===== src/rtl/instr_prefetch_queue.sv =====
// Sequential instruction prefetcher: one outstanding memory read, DEPTH-entry FIFO to the core.
// Optional HALT_STOP_EN stops fetching after a HALT opcode is queued.
//
// state   | meaning
// IDLE    | no read outstanding; issue one if enabled and space remains
// WAIT    | read outstanding; its response is pushed with the current fpc
// DISCARD | read outstanding but made stale by a redirect; response is dropped
module instr_prefetch_queue #(
  parameter int         DEPTH   = 4,
  parameter int         AW      = 8,
  parameter int         DW      = 16,
  parameter logic [4:0] HALT_OP = 5'b00001
) (
  input  logic                     clock,
  input  logic                     reset,
  input  logic                     enable,
  input  logic                     redirect,
  input  logic [AW-1:0]            redirect_pc,
  output logic [DW-1:0]            i_datain,
  output logic [AW-1:0]            i_pc,
  output logic                     i_valid,
  input  logic                     i_ready,
  output logic                     imem_req,
  output logic [AW-1:0]            imem_addr,
  input  logic [DW-1:0]            imem_rdata,
  input  logic                     imem_rvalid,
  output logic [$clog2(DEPTH):0]   count,
  output logic                     halted
);

  localparam int PW = $clog2(DEPTH);
  localparam int CW = PW + 1;

`ifdef HALT_STOP_EN
  localparam bit HALT_EN = 1'b1;
`else
  localparam bit HALT_EN = 1'b0;
`endif

  typedef enum logic [1:0] {S_IDLE, S_WAIT, S_DISCARD} state_t;

  state_t          state_q, state_d;
  logic [DW-1:0]   data_mem [DEPTH];
  logic [AW-1:0]   pc_mem   [DEPTH];
  logic [PW-1:0]   wr_ptr, rd_ptr;
  logic [CW-1:0]   count_q;
  logic [AW-1:0]   fpc;
  logic            halt_q;
  logic            push, pop, full, is_halt_op;

  assign full       = (count_q == CW'(DEPTH));
  assign i_valid    = (count_q != '0);
  assign pop        = i_valid && i_ready && !redirect;
  assign i_datain   = i_valid ? data_mem[rd_ptr] : '0;
  assign i_pc       = i_valid ? pc_mem[rd_ptr] : '0;
  assign imem_addr  = imem_req ? fpc : '0;
  assign count      = count_q;
  assign halted     = halt_q;
  assign is_halt_op = HALT_EN && (imem_rdata[DW-1 -: 5] == HALT_OP);

  always_comb begin
    state_d  = state_q;
    imem_req = 1'b0;
    push     = 1'b0;
    case (state_q)
      S_IDLE: begin
        if (enable && !redirect && !full && !halt_q) begin
          imem_req = 1'b1;
          state_d  = S_WAIT;
        end
      end
      S_WAIT: begin
        // A response landing in the redirect cycle is already consumed, so no DISCARD wait.
        if (redirect) state_d = imem_rvalid ? S_IDLE : S_DISCARD;
        else if (imem_rvalid) begin
          push    = 1'b1;
          state_d = S_IDLE;
        end
      end
      S_DISCARD: begin
        if (imem_rvalid) state_d = S_IDLE;
      end
      default: state_d = S_IDLE;
    endcase
  end

  always_ff @(posedge clock) begin
    if (reset) begin
      state_q <= S_IDLE;
      fpc     <= '0;
      wr_ptr  <= '0;
      rd_ptr  <= '0;
      count_q <= '0;
      halt_q  <= 1'b0;
    end else begin
      state_q <= state_d;
      if (redirect) begin
        fpc     <= redirect_pc;
        wr_ptr  <= '0;
        rd_ptr  <= '0;
        count_q <= '0;
        halt_q  <= 1'b0;
      end else begin
        if (push) begin
          wr_ptr <= wr_ptr + PW'(1);
          fpc    <= fpc + AW'(1);
          if (is_halt_op) halt_q <= 1'b1;
        end
        if (pop) rd_ptr <= rd_ptr + PW'(1);
        case ({push, pop})
          2'b10:   count_q <= count_q + CW'(1);
          2'b01:   count_q <= count_q - CW'(1);
          default: count_q <= count_q;
        endcase
      end
    end
  end

  // Storage needs no reset: entries are only visible through count_q.
  always_ff @(posedge clock) begin
    if (push) begin
      data_mem[wr_ptr] <= imem_rdata;
      pc_mem[wr_ptr]   <= fpc;
    end
  end

endmodule


===== config.mk =====
export PLATFORM = sky130hd
export DESIGN_NAME = instr_prefetch_queue
export DESIGN_NICKNAME = d
export VERILOG_FILES = /design/src/rtl/instr_prefetch_queue.sv
export SDC_FILE = /design/constraint.sdc
export NUM_CORES = 1
export LEC_CHECK = 0
export ABC_AREA = 0
export CAP_MARGIN = 40
export CORE_MARGIN = 4
export CORE_UTILIZATION = 60
export CTS_BUF_LIST = sky130_fd_sc_hd__clkbuf_4 sky130_fd_sc_hd__clkbuf_8
export DETAILED_ROUTE_END_ITERATION = 8
export PLACE_DENSITY = 0.87
export SYNTH_ARGS = -nofsm -noshare
export SYNTH_HDL_FRONTEND = slang
export SYNTH_SLANG_ARGS = --single-unit

===== constraint.sdc =====
create_clock -name clock -period 4.9 [get_ports clock]
set_input_delay 0.98 -clock clock [delete_from_list [all_inputs] [get_ports clock]]
set_output_delay 0.98 -clock clock [all_outputs]
set_load 0.01 [all_outputs]

Word-level counts from Yosys, hierarchy flattened
Memory sizes are Yosys's and may differ from the RTL's. A register that Yosys moved wholly into a read port is not among the register bits.
Cells that the tools add are included.

cells by class
  add/subtract/negate cells = 5
  eq/ne operators = 6
  mux-type cells = 22
  reduce and logical (&&, ||, !) cells = 11

operator list
  cell                                                                   count
  8-bit 2-to-1 mux                                                       4
  16-bit 2-to-1 mux                                                      1
  2-bit 2-to-1 mux                                                       8
  8-bit by 1-bit adder with 8-bit output, second input constant          1
  1-bit 2-to-1 mux                                                       7
  2-bit case mux with 3 select lines                                     1
  3-bit case mux with 2 select lines                                     1
  2-bit by 1-bit adder with 2-bit output, second input constant          2
  2-bit by 1-bit equality test with 1-bit output, second input constant  2
  2-bit equality test, second input constant                             2
  1-bit logical AND                                                      4
  2-bit nonzero test                                                     2
  3-bit by 1-bit adder with 3-bit output, second input constant          1
  3-bit equality test, second input constant                             1
  3-bit nonzero test                                                     1
  3-bit by 1-bit subtractor with 3-bit output, second input constant     1
  1-bit zero test                                                        2
  2-bit zero test                                                        1
  2-bit != test, second input constant                                   1
  2-bit OR reduction                                                     1

storage, ports and cells
  register bits = 17
  memory bits (writable) = 96
  bits of input ports = 30
  output and inout bits = 38
  logic and storage cells = 51
  memories = 2

memories
  memory    depth  bits a word  rd ports  clocked after memory_dff  write ports  line  source
  data_mem  4      16           1         1                         1            43    logic [DW-1:0] data_mem [DEPTH];
  pc_mem    4      8            1         1                         1            44    logic [AW-1:0] pc_mem [DEPTH];

Depth between registers and ports, before layout
Gate-level depths: netlist of run 1.

  depth in word-level cells = 6
  gate-level depth with buffers = 10
  gate-level depth less buffers = 9

Least setup slack after synthesis of run 1
No wires, ideal clock.

  kind = input -> output
  start = input port redirect
  end = output port imem_addr[0]
  arrival = 2.039 ns
  data required time = 3.920 ns
  slack = 1.881 ns
  stages = 4
  buffers on the path = 1
  path through = buf_6 or4b_4 a31oi_4 and2_1

on the way
  word-level cells in the longest chain between the ends = 6

RTL lines
  element                         line  source
  start: declaration              17    input logic redirect,
  1-bit zero test                 67    if (enable && !redirect && !full && !halt_q) begin
  1-bit logical AND (2 in a row)  67
  1-bit 2-to-1 mux                67
  1-bit 2-to-1 mux                65    case (state_q)
  named net imem_req              23    output logic imem_req,
  8-bit 2-to-1 mux                56    assign imem_addr = imem_req ? fpc : '0;
  end: declaration                24    output logic [AW-1:0] imem_addr,

The timed path passes the listed nets, and every way through them passes these cells.

Final worst setup path of run 1
  start = input port redirect
  end = output port imem_addr[1]

on the way
  word-level cells in the longest chain between the ends = 6

RTL lines
  element                         line
  1-bit zero test                 67
  1-bit logical AND (2 in a row)  67
  1-bit 2-to-1 mux                67
  1-bit 2-to-1 mux                65
  8-bit 2-to-1 mux                56

No other way between the ends.

==> results by group, run 1 <==
Timing
  • Final Skew: 0.00923 ns
  • F_max: 243 MHz
  • Pins over their slew limit: 0
  • Worst-margin pin slew: 0.649 ns
  • Hold Vio Cnt, Final: 0
  • Fin crit share: approximately 84%
  • RSZ-0062 raised after global routing: no
  • Worst-case headroom to the max-slew limit: 56.7%
  • Fin crit period: roughly 4.1 ns
  • Final setup viols: 0
  • Setup TNS: 0 ns
  • Post-layout worst setup margin: 0.787 ns

Clock network
  • H-tree Lvls: 4
  • Post-CTS Resized: 0
  • Hold-fix buffers, CTS: 0
  • CTS max path bufs: 2
  • Clock Latency Late Sink: 0.41 ns
  • CTS Buf Count: 17
  • CTS sink cnt: 115
  • Clock slew at reported path FFs: 0.06 ns
  • Post-CTS Setup Inserts: 0
  • TritonCTS clock tree: done
  • Clk root buf: clkbuf_8

Setup path
  • Flop-to-flop setup slack: 2.81 ns
  • CP Capture Type: output port
  • Critical path type: primary input to output port
  • Critical path startpoint category: primary input
  • Crit-path max FO: 10
  • Worst reg2reg path startpoint: count[2]$_SDFFE_PP0P_
  • Worst EP required: between 3 and 4 ns
  • FF-to-FF path depth: 8
  • Worst EP arrival: 3.13 ns
  • Reg-to-Reg End: count[2]$_SDFFE_PP0P_

Power
  • NetSw: around 0.39 mW
  • Internal: 1.51 mW
  • Switching part of the total power: ~21%
  • Pwr per Cell Area: ~320 nW/um2
  • Sequential Power Share: about 57%
  • Peak supply drop: roughly 250 uV
  • Logic pwr share: 3.7%
  • Clock share of power: between 30% and 40%
  • Pleak: 1.89 nW

GRT
  • Met1 Resource Use GR: 24.1%
  • Total grt overflow: 0
  • Initial antenna violation count: 0
  • Largest net degree at the start of global routing: 25
  • First-pass GRT wire length: approximately 13 mm
  • Met2 Resource Use GR: 34.0%
  • Gr busiest metal: met2
  • Routing usage on met3: 6.43%
  • Vias in the first global route: 2,642
  • Total track usage: 19.9%

Min path
  • Worst hold path type: flop to flop
  • Min-Delay Endpoint: rd_ptr[0]$_SDFFE_PP0P_
  • Hold Path Stages: 2
  • Hold Crit Start: rd_ptr[0]$_SDFFE_PP0P_

Placed design
  • Post-Place Worst Slack: 0.801 ns
  • Placer congestion estimate: 0.775
  • IO buf count: 66
  • DP Wirelength: 5.29 mm

Detailed routing
  • Post-route ant nets: 0
  • Via-to-Cell Ratio: roughly 5.5
  • DRT Pass-1 Iters: 4
  • Via count: 2,597
  • DRT iter0 DRCs: around 150
  • Drc violations: 0
  • Routed len/inst: 18.0 um
  • Overall routed net length: 8.45 mm

Logic synthesis
  • Post-Syn Instances: between 200 and 300
  • Count of different cell masters after synthesis: 42
  • Avg Cell Area, Syn: around 17 um2
  • Register area share after synthesis: 69.4%
  • Xor/xnor cell area share of the yosys netlist: 1.30%
  • Async set-or-reset flop fraction in the synthesized netlist: 0%
  • Post-synth EDFFs: 96
  • Synth Warn #: 0
  • Area fraction in compound gates after synthesis: 3.32%
  • Post-synthesis mux area share: 12.2%
  • Post-synthesis adder-cell area fraction: 2.02%
  • Main synth FF type: edfxtp_1
  • Synth Register Bits: about 120
  • Syn Nets: 313
  • Netlist Area Pre-Place: 4700 um2
  • Largest family of logic cells by synthesized area: multiplexers
  • Simple-gate share of the synthesized area: around a tenth

Layout
  • # fillers: 427
  • Inserted Diodes: 0
  • Register Area: 3260 um2
  • Area Overhead vs Synth: 24.5%
  • Layout Nets: 392
  • Area of the multi-input gates: 1340 um2
  • Layout cells sized above 1: 18.0%

Floorplanning
  • I/O pin count: between 60 and 70
  • Row count: 32
  • Die area: 9320 um2
  • Core Box Area: 7690 um2
  • Starting Density: 61.2%
  • Die Y: 96.6 um
  • Die Width: 96.6 um

Run status
  • Outcome: completed

Run
  • Max Cap Viol: 0
-- critical path, stage by stage --
cell             delay, ns
clkdlybuf4s50_1       0.55
or4b_4                0.55
a31oi_4               0.28
and2_1                0.20
clkdlybuf4s50_1       0.56
-- layout by cell type (no fill, tap or decap), types with 2 or more instances in the layout --
cell type,n
inv_1,8
clkinvlp_4,3
nand2_1,2
nand3_1,5
a311oi_1,4
buf_4,6
dfxtp_1,18
clkbuf_4,2
mux4_2,24
nor2_1,18
or4_1,2
a21oi_1,2
nor2b_1,24
o21ai_0,4
clkdlybuf4s50_1,66
and2_1,12
clkinv_1,3
o31ai_1,2
xor2_1,6
or3_1,5
ha_1,6
edfxtp_1,96
clkbuf_8,17
a211oi_1,3
clkinv_2,4
mux2i_1,2
-- registers in the layout, summed over array words and instances, names as in the netlist, named ones only --
register  cells
count         3
data_mem     64
wr_ptr        2
state_q       2
pc_mem       32
fpc           8
rd_ptr        2
-- cells in the mapped netlist, types with 5 or more instances --
cell type  instances  area, um2
nor2_1            18       67.6
xor2_1             6       52.6
nand3_1            5       25.0
clkbuf_1           5       18.8
edfxtp_1          96       2880
nor2b_1           24        150
dfxtp_1           19        380
and2_1            12       75.1
inv_1              8       30.0
ha_1               6       75.1
mux4_2            24        541
or3_1              5       31.3
-- layer usage --
metal  vias up  routed length [um]
met5         -                   0
met4         0                  42
met3         4                 527
met2        82                4460
met1      1292                3420
li1       1219                   -
-- layout make-up --
class | instances | area share [%]
Timing Repair Buffer | 74 | 12.9
Multi-Input combinational cell | 139 | 22.9
Tap cell | 102 | 2.18
Clock buffer | 19 | 4.25
Inverter | 8 | 0.513
Sequential cell | 115 | 55.7
Clock inverter | 12 | 1.58
-- power by group through the flow --
stage          combinational [mW]  sequential [mW]  clock [mW]
6_report                   0.0709             1.08       0.748
5_1_grt                    0.0772             1.08       0.802
2_1_floorplan              0.0301             1.10           0
3_5_place_dp               0.0708             1.10           0
4_1_cts                    0.0714             1.08       0.765
3_3_place_gp               0.0675             1.10           0
-- per-stage QoR --
stage	cell area (um2)	hold slack (ns)	util [%]	power, mW	cells
2_1_floorplan	4700	0.485	-	1.13	276
3_3_place_gp	5470	0.504	71.1	1.17	436
3_5_place_dp	5520	0.519	71.8	1.17	438
4_1_cts	5860	0.538	76.2	1.92	469
5_1_grt	5860	0.579	76.2	1.96	469
6_report	5860	0.531	76.2	1.90	469
-- cells by family after synthesis --
group	after synthesis
xor+xnor	7
flops	115
buf+inv	22
simple gates	77
fa+ha+maj	7
other cells	1
mux	27
compound gates	20
-- worst max path at each step --
stage                   from      endpoint  slack (ns)  depth (start not counted)
floorplan           redirect  imem_addr[0]        1.88                          4
global route        redirect  imem_addr[1]        0.68                          5
global placement    redirect  imem_addr[1]        0.88                          5
finish              redirect  imem_addr[1]        0.79                          5
detailed placement  redirect  imem_addr[1]        0.80                          5
CTS                 redirect  imem_addr[1]        0.78                          5
Note: power is estimated with default switching activity, not from simulation.
==> run 2: changes to the inputs <==
--- a/config.mk
+++ b/config.mk
@@ -8,10 +8,10 @@
 export ABC_AREA = 0
 export CAP_MARGIN = 40
 export CORE_MARGIN = 4
-export CORE_UTILIZATION = 60
+export CORE_UTILIZATION = 51
 export CTS_BUF_LIST = sky130_fd_sc_hd__clkbuf_4 sky130_fd_sc_hd__clkbuf_8
 export DETAILED_ROUTE_END_ITERATION = 8
-export PLACE_DENSITY = 0.87
+export PLACE_DENSITY = 0.79
 export SYNTH_ARGS = -nofsm -noshare
 export SYNTH_HDL_FRONTEND = slang
 export SYNTH_SLANG_ARGS = --single-unit
==> constraint.sdc (replaced) <==
create_clock -name clock -period 3.68 [get_ports clock]
set_input_delay 0.736 -clock clock [delete_from_list [all_inputs] [get_ports clock]]
set_output_delay 0.736 -clock clock [all_outputs]
set_load 0.01 [all_outputs]
==> run 2 against run 1 <==
Against the previous run: via count up 1.1%; worst setup slack worse by 0.52 ns; count of clock-buffer cells in the layout down 2; wire length up 0.54%; power up 43%; worst hold slack better by 0.0035 ns; critical endpoint unchanged; highest routed layer unchanged.
==> results by group, run 2 (synthesis gave the netlist of run 1 again) <==
Setup path
  • Crit-path max FO: 10
  • Critical path type: primary input to output port
  • Worst path cell trace: clkdlybuf4s50_1, or4b_4, a31oi_4, and2_1, clkdlybuf4s50_1
  • Worst EP required: 2.94 ns
  • Cell repeated most along the worst path: clkdlybuf4s50_1
  • Worst EP arrival: 2.68 ns
  • Slowest Stage Delay on Critical Path: 0.56 ns
  • Worst Path Buf+Inv: 2
  • Reg-to-Reg End: count[2]$_SDFFE_PP0P_
  • FF-to-FF path depth: 8
  • Worst reg2reg path startpoint: count[2]$_SDFFE_PP0P_
  • Crit-path slowest cell: clkdlybuf4s50_1
  • Critical path startpoint category: primary input
  • CP Capture Type: output port
  • CP delay by family, top: buffers and inverters
  • Flop-to-flop setup slack: about 1.6 ns

Floorplanning
  • I/O pin count: 68
  • Starting Density: a little over half
  • Die Y: 104 um
  • Die Width: around 100 um
  • Core Box Area: 8850 um2
  • Die area: 10,800 um2
  • Row count: 34

GRT
  • Initial antenna violation count: 0
  • First-pass GRT wire length: 14.0 mm
  • Largest net degree at the start of global routing: 26
  • Total track usage: around 17%
  • Total grt overflow: 0
  • Vias in the first global route: 2,752

Timing
  • Setup TNS: 0 ns
  • Pins over their slew limit: 0
  • Final setup viols: 0
  • F_max: about 290 MHz
  • Final Skew: 0.00901 ns
  • Final hold slack: 0.534 ns
  • Fin crit period: between 3 and 4 ns
  • Hold Vio Cnt, Final: 0
  • RSZ-0062 raised after global routing: no
  • Fin crit share: 92.8%

Detailed routing
  • Drc violations: 0
  • Via-to-Cell Ratio: 5.53
  • Post-route ant nets: 0
  • DRT Pass-1 Iters: 4
  • Via count: 2,625
  • DRT iter0 DRCs: 203
  • Routed len/inst: 17.9 um
  • Overall routed net length: 8.50 mm

Layout
  • Cell area after layout: 5930 um2
  • Commonest non-fill, non-tap cell in the layout: edfxtp_1
  • Commonest cells after routing, fill and taps aside: edfxtp_1 (96), clkdlybuf4s50_1 (66), mux4_2 (24), nor2b_1 (24)
  • Layout cells sized above 1: 18.3%
  • Max reg flops: between 60 and 70
  • # fillers: between 600 and 700
  • Inserted Diodes: 0
  • Top reg by flops: data_mem
  • Largest regs: data_mem x64, pc_mem x32, fpc x8
  • Area Overhead vs Synth: 26.0%
  • Layout Nets: about 390

Power
  • Peak supply drop: between 200 and 300 uV
  • Clock share of power: 43.4%
  • Pleak: 1.92 nW
  • Logic pwr share: 3.5%
  • Internal: 2.20 mW
  • Sequential Power Share: 53.1%
  • Pwr per Cell Area: 457 nW/um2
  • Switching part of the total power: 19.0%
  • NetSw: 0.515 mW

Clock network
  • Clock Latency Late Sink: 0.40 ns
  • CTS Buf Count: 17
  • Hold-fix buffers, CTS: 0
  • Clk root buf: clkbuf_8
  • Post-CTS Resized: 0
  • Clock slew at reported path FFs: 0.06 ns
  • Post-CTS Setup Inserts: 0
  • TritonCTS clock tree: done
  • CTS max path bufs: 2
  • H-tree Lvls: 4
  • CTS sink cnt: 115

Placed design
  • Placer congestion estimate: just under 0.8
  • IO buf count: 66
  • DP Wirelength: 5.30 mm
  • Placed inst area: 5520 um2

Min path
  • Hold Path Stages: 2
  • Hold Crit Start: rd_ptr[0]$_SDFFE_PP0P_
  • Worst hold path type: flop to flop

Run status
  • Outcome: completed

Run
  • Max Cap Viol: 0
==> run 2: cell count changes in the layout (fill, tap and decap cells not counted), sizes merged <==
| cell | before | now |
|---|---|---|
| bufinv | 1 | 4 |
| clkbuf | 19 | 17 |
| buf | 8 | 9 |
| clkinv | 8 | 7 |
| clkinvlp | 3 | 2 |
==> run 2: worst reg2reg max path: stages (launching register included) <==
cell,delay (ns)
dfxtp_1,0.51
o31ai_1,0.17
nor2_1,0.11
ha_1,0.20
inv_1,0.07
fa_1,0.38
xor2_1,0.16
or3_1,0.30
a21oi_1,0.14
==> run 2: metal layers <==
| layer | share of wire [%] | vias up | GRT usage, % |
|---|---|---|---|
| met5 | 0 | - | 0 |
| met4 | 0.27 | 0 | 4.65 |
| met3 | 4.2 | 4 | 5.77 |
| met2 | 51 | 82 | 27.2 |
| met1 | 44 | 1317 | 21.4 |
| li1 | - | 1222 | - |
==> run 2: worst max-delay path by stage <==
stage | slack (ns) | cells after the start | endpoint | startpoint
2_1_floorplan | 1.15 | 4 | imem_addr[0] | redirect
4_1_cts | 0.25 | 5 | imem_addr[1] | redirect
5_1_grt | 0.23 | 5 | imem_addr[1] | redirect
6_report | 0.26 | 5 | imem_addr[1] | redirect
3_5_place_dp | 0.25 | 5 | imem_addr[1] | redirect
3_3_place_gp | 0.32 | 5 | imem_addr[3] | redirect
==> run 2: area by class of cell <==
class	count	area, um2	share of cell area [%]
Inverter	8	30.0	0.507
Clock inverter	13	168	2.83
Tap cell	108	135	2.28
Sequential cell	115	3260	55.1
Multi-Input combinational cell	139	1340	22.6
Timing Repair Buffer	75	753	12.7
Clock buffer	17	234	3.95
==> run 2: metrics by stage <==
step | worst slack (ns) | utilization (%) | std cells | power (mW)
finish | 0.264 | 67.0 | 475 | 2.71
global route | 0.231 | 67.0 | 475 | 2.82
CTS | 0.247 | 67.0 | 475 | 2.75
detailed placement | 0.252 | 62.4 | 445 | 1.56
global placement | 0.319 | 62.4 | 445 | 1.56
floorplan | 1.15 | - | 276 | 1.50
==> run 2: power by group through the flow <==
stage | clock network [mW] | registers (mW) | logic, mW
floorplan | 0 | 1.46 | 0.0400
global placement | 0 | 1.47 | 0.0918
detailed placement | 0 | 1.47 | 0.0946
CTS | 1.21 | 1.44 | 0.0953
global route | 1.28 | 1.44 | 0.103
finish | 1.18 | 1.44 | 0.0943
==> run 3: changes to the inputs <==
--- a/config.mk
+++ b/config.mk
@@ -11,7 +11,7 @@
 export CORE_UTILIZATION = 51
 export CTS_BUF_LIST = sky130_fd_sc_hd__clkbuf_4 sky130_fd_sc_hd__clkbuf_8
 export DETAILED_ROUTE_END_ITERATION = 8
-export PLACE_DENSITY = 0.79
+export PLACE_DENSITY = 0.82
 export SYNTH_ARGS = -nofsm -noshare
 export SYNTH_HDL_FRONTEND = slang
 export SYNTH_SLANG_ARGS = --single-unit
==> run 3 against run 2 <==
Against the previous run: register-to-register slack got worse by 0.11 ns; sequential power barely moved; sequential cell count did not move; largest power group unchanged; non-clock buffer count rose by 1; fmax barely moved; via count fell by 0.72%; clock power barely moved.
==> results by group, run 3 (synthesis gave the netlist of run 1 again) <==
Run status
  • Outcome: completed

Timing
  • F_max: 293 MHz
  • Final hold slack: around 0.54 ns
  • RSZ-0062 raised after global routing: no
  • Pins over their slew limit: 0
  • Fin crit period: 3.41 ns
  • Post-layout worst setup margin: 0.266 ns
  • Worst-case headroom to the max-slew limit: around half
  • Fin crit share: a little over 90%
  • Setup TNS: 0 ns
  • Final setup viols: 0
  • Hold Vio Cnt, Final: 0
  • Final Skew: 0.0122 ns
  • Worst-margin pin slew: between 0.7 and 0.8 ns

Floorplanning
  • Die area: approximately 11,000 um2
  • I/O pin count: 68
  • Core Box Area: between 8000 and 9000 um2
  • Die Y: 104 um
  • Row count: 34
  • Starting Density: a little over half
  • Die Width: 104 um

Power
  • Peak supply drop: between 200 and 250 uV
  • Pleak: 1.93 nW
  • Pwr per Cell Area: 454 nW/um2
  • Total power: 2.68 mW

Setup path
  • Flop-to-flop setup slack: 1.46 ns
  • Reg-to-Reg End: count[2]$_SDFFE_PP0P_
  • Crit path to: imem_addr[6]
  • Critical path type: primary input to output port
  • Critical path startpoint category: primary input
  • Crit-path max FO: 10
  • Cell repeated most along the worst path: clkdlybuf4s50_1
  • Worst EP arrival: 2.68 ns
  • CP Capture Type: output port
  • Crit-path slowest cell: clkdlybuf4s50_1
  • FF-to-FF path depth: 10
  • Crit path from: redirect
  • Worst reg2reg path startpoint: state_q[1]$_SDFFE_PP0P_
  • Worst path cell trace: clkdlybuf4s50_1, or4b_4, a31oi_4, and2_1, clkdlybuf4s50_1
  • Slowest Stage Delay on Critical Path: 0.54 ns
  • Worst EP required: 2.94 ns
  • Cell count along the critical path: 5
  • Worst Path Buf+Inv: 2
  • CP delay by family, top: buffers and inverters

Layout
  • Commonest non-fill, non-tap cell in the layout: edfxtp_1
  • Inserted Diodes: 0
  • Cell area after layout: 5910 um2
  • Area Overhead vs Synth: 25.7%
  • Layout Nets: 394
  • Layout Cells excl Fill: between 400 and 500
  • Layout cells sized above 1: 19.2%
  • Top reg by flops: data_mem
  • Max reg flops: 64
  • Commonest cells after routing, fill and taps aside: edfxtp_1 (96), clkdlybuf4s50_1 (66), mux4_2 (24), nor2b_1 (24), clkbuf_8 (22)
  • Largest regs: data_mem x64, pc_mem x32, fpc x8
  • Final core occ: 66.8%

Run
  • Max Cap Viol: 0

Clock network
  • Hold-fix buffers, CTS: 0
  • Clock Latency Late Sink: 0.42 ns
  • CTS max path bufs: 2
  • TritonCTS clock tree: done
  • Clk root buf: clkbuf_8
  • Post-CTS Setup Inserts: 0
  • Clock slew at reported path FFs: about 0.06 ns
  • CTS sink cnt: 115
  • CTS Buf Count: 17
  • Post-CTS Resized: 0
  • H-tree Lvls: 4

Placed design
  • IO buf count: 66
  • Post-Place Worst Slack: around 0.28 ns
  • DP Wirelength: 5.45 mm
  • Placed inst area: around 5500 um2
  • DP Cell Count: 446
  • Placer congestion estimate: between 0.7 and 0.8

Detailed routing
  • Via count: 2,606
  • Via-to-Cell Ratio: roughly 5.5
  • DRT iter0 DRCs: 119
  • Post-route ant nets: 0
  • DRT Pass-1 Iters: 6
  • Drc violations: 0
  • Overall routed net length: 8.39 mm
  • Routed len/inst: 17.6 um

GRT
  • Vias in the first global route: 2,755
  • Largest net degree at the start of global routing: 25
  • Total grt overflow: 0
  • Initial antenna violation count: 0
  • First-pass GRT wire length: between 10 and 15 mm
  • Total track usage: between 10% and 20%

Min path
  • Worst hold path type: flop to flop
## run 3: worst min-delay path, cell delays in order (launching register included)
cell and delay, ns:
dfxtp_1 0.33, xor2_1 0.06, nor2_1 0.11
## run 3: how the worst min path moves through the flow
stage | end | from | slack [ns] | cells after the start
global placement | rd_ptr[1]$_SDFFE_PP0P_ | rd_ptr[1]$_SDFFE_PP0P_ | 0.51 | 2
CTS | flop | rd_ptr[0]$_SDFFE_PP0P_ | 0.55 | 2
finish | rd_ptr[1]$_SDFFE_PP0P_ | rd_ptr[1]$_SDFFE_PP0P_ | 0.54 | 2
global route | rd_ptr[1]$_SDFFE_PP0P_ | rd_ptr[1]$_SDFFE_PP0P_ | 0.59 | 2
detailed placement | flop | rd_ptr[1]$_SDFFE_PP0P_ | 0.51 | 2
floorplan | flop | rd_ptr[1]$_SDFFE_PP0P_ | 0.48 | 2
## run 3: routing by layer
layer  GRT usage (%)  part of all wire, %  vias to the layer above  wire, um
met1            21.2                   43                     1274      3570
li1                -                    -                     1223         -
met2            27.7                   51                      103      4240
met4            4.56                 0.48                        0        40
met5               0                    0                        -         0
met3            5.59                  6.4                        6       538
## run 3: power by group
part,switching [mW],total (mW),internal (mW)
sequential,0.0183,1.44,1.42
combinational,0.0391,0.0939,0.0548
clock,0.453,1.15,0.695
total,0.511,2.68,2.17
## run 3: area by class of cell
| type | count | area (um2) |
|---|---|---|
| sequential | 115 | 3260 |
| fill | 623 | 2930 |
| multi-input combinational | 139 | 1340 |
| timing repair buffer | 76 | 736 |
| clock buffer | 23 | 310 |
| tap | 108 | 135 |
| clock inverter | 9 | 97.6 |
| inverter | 8 | 30.0 |
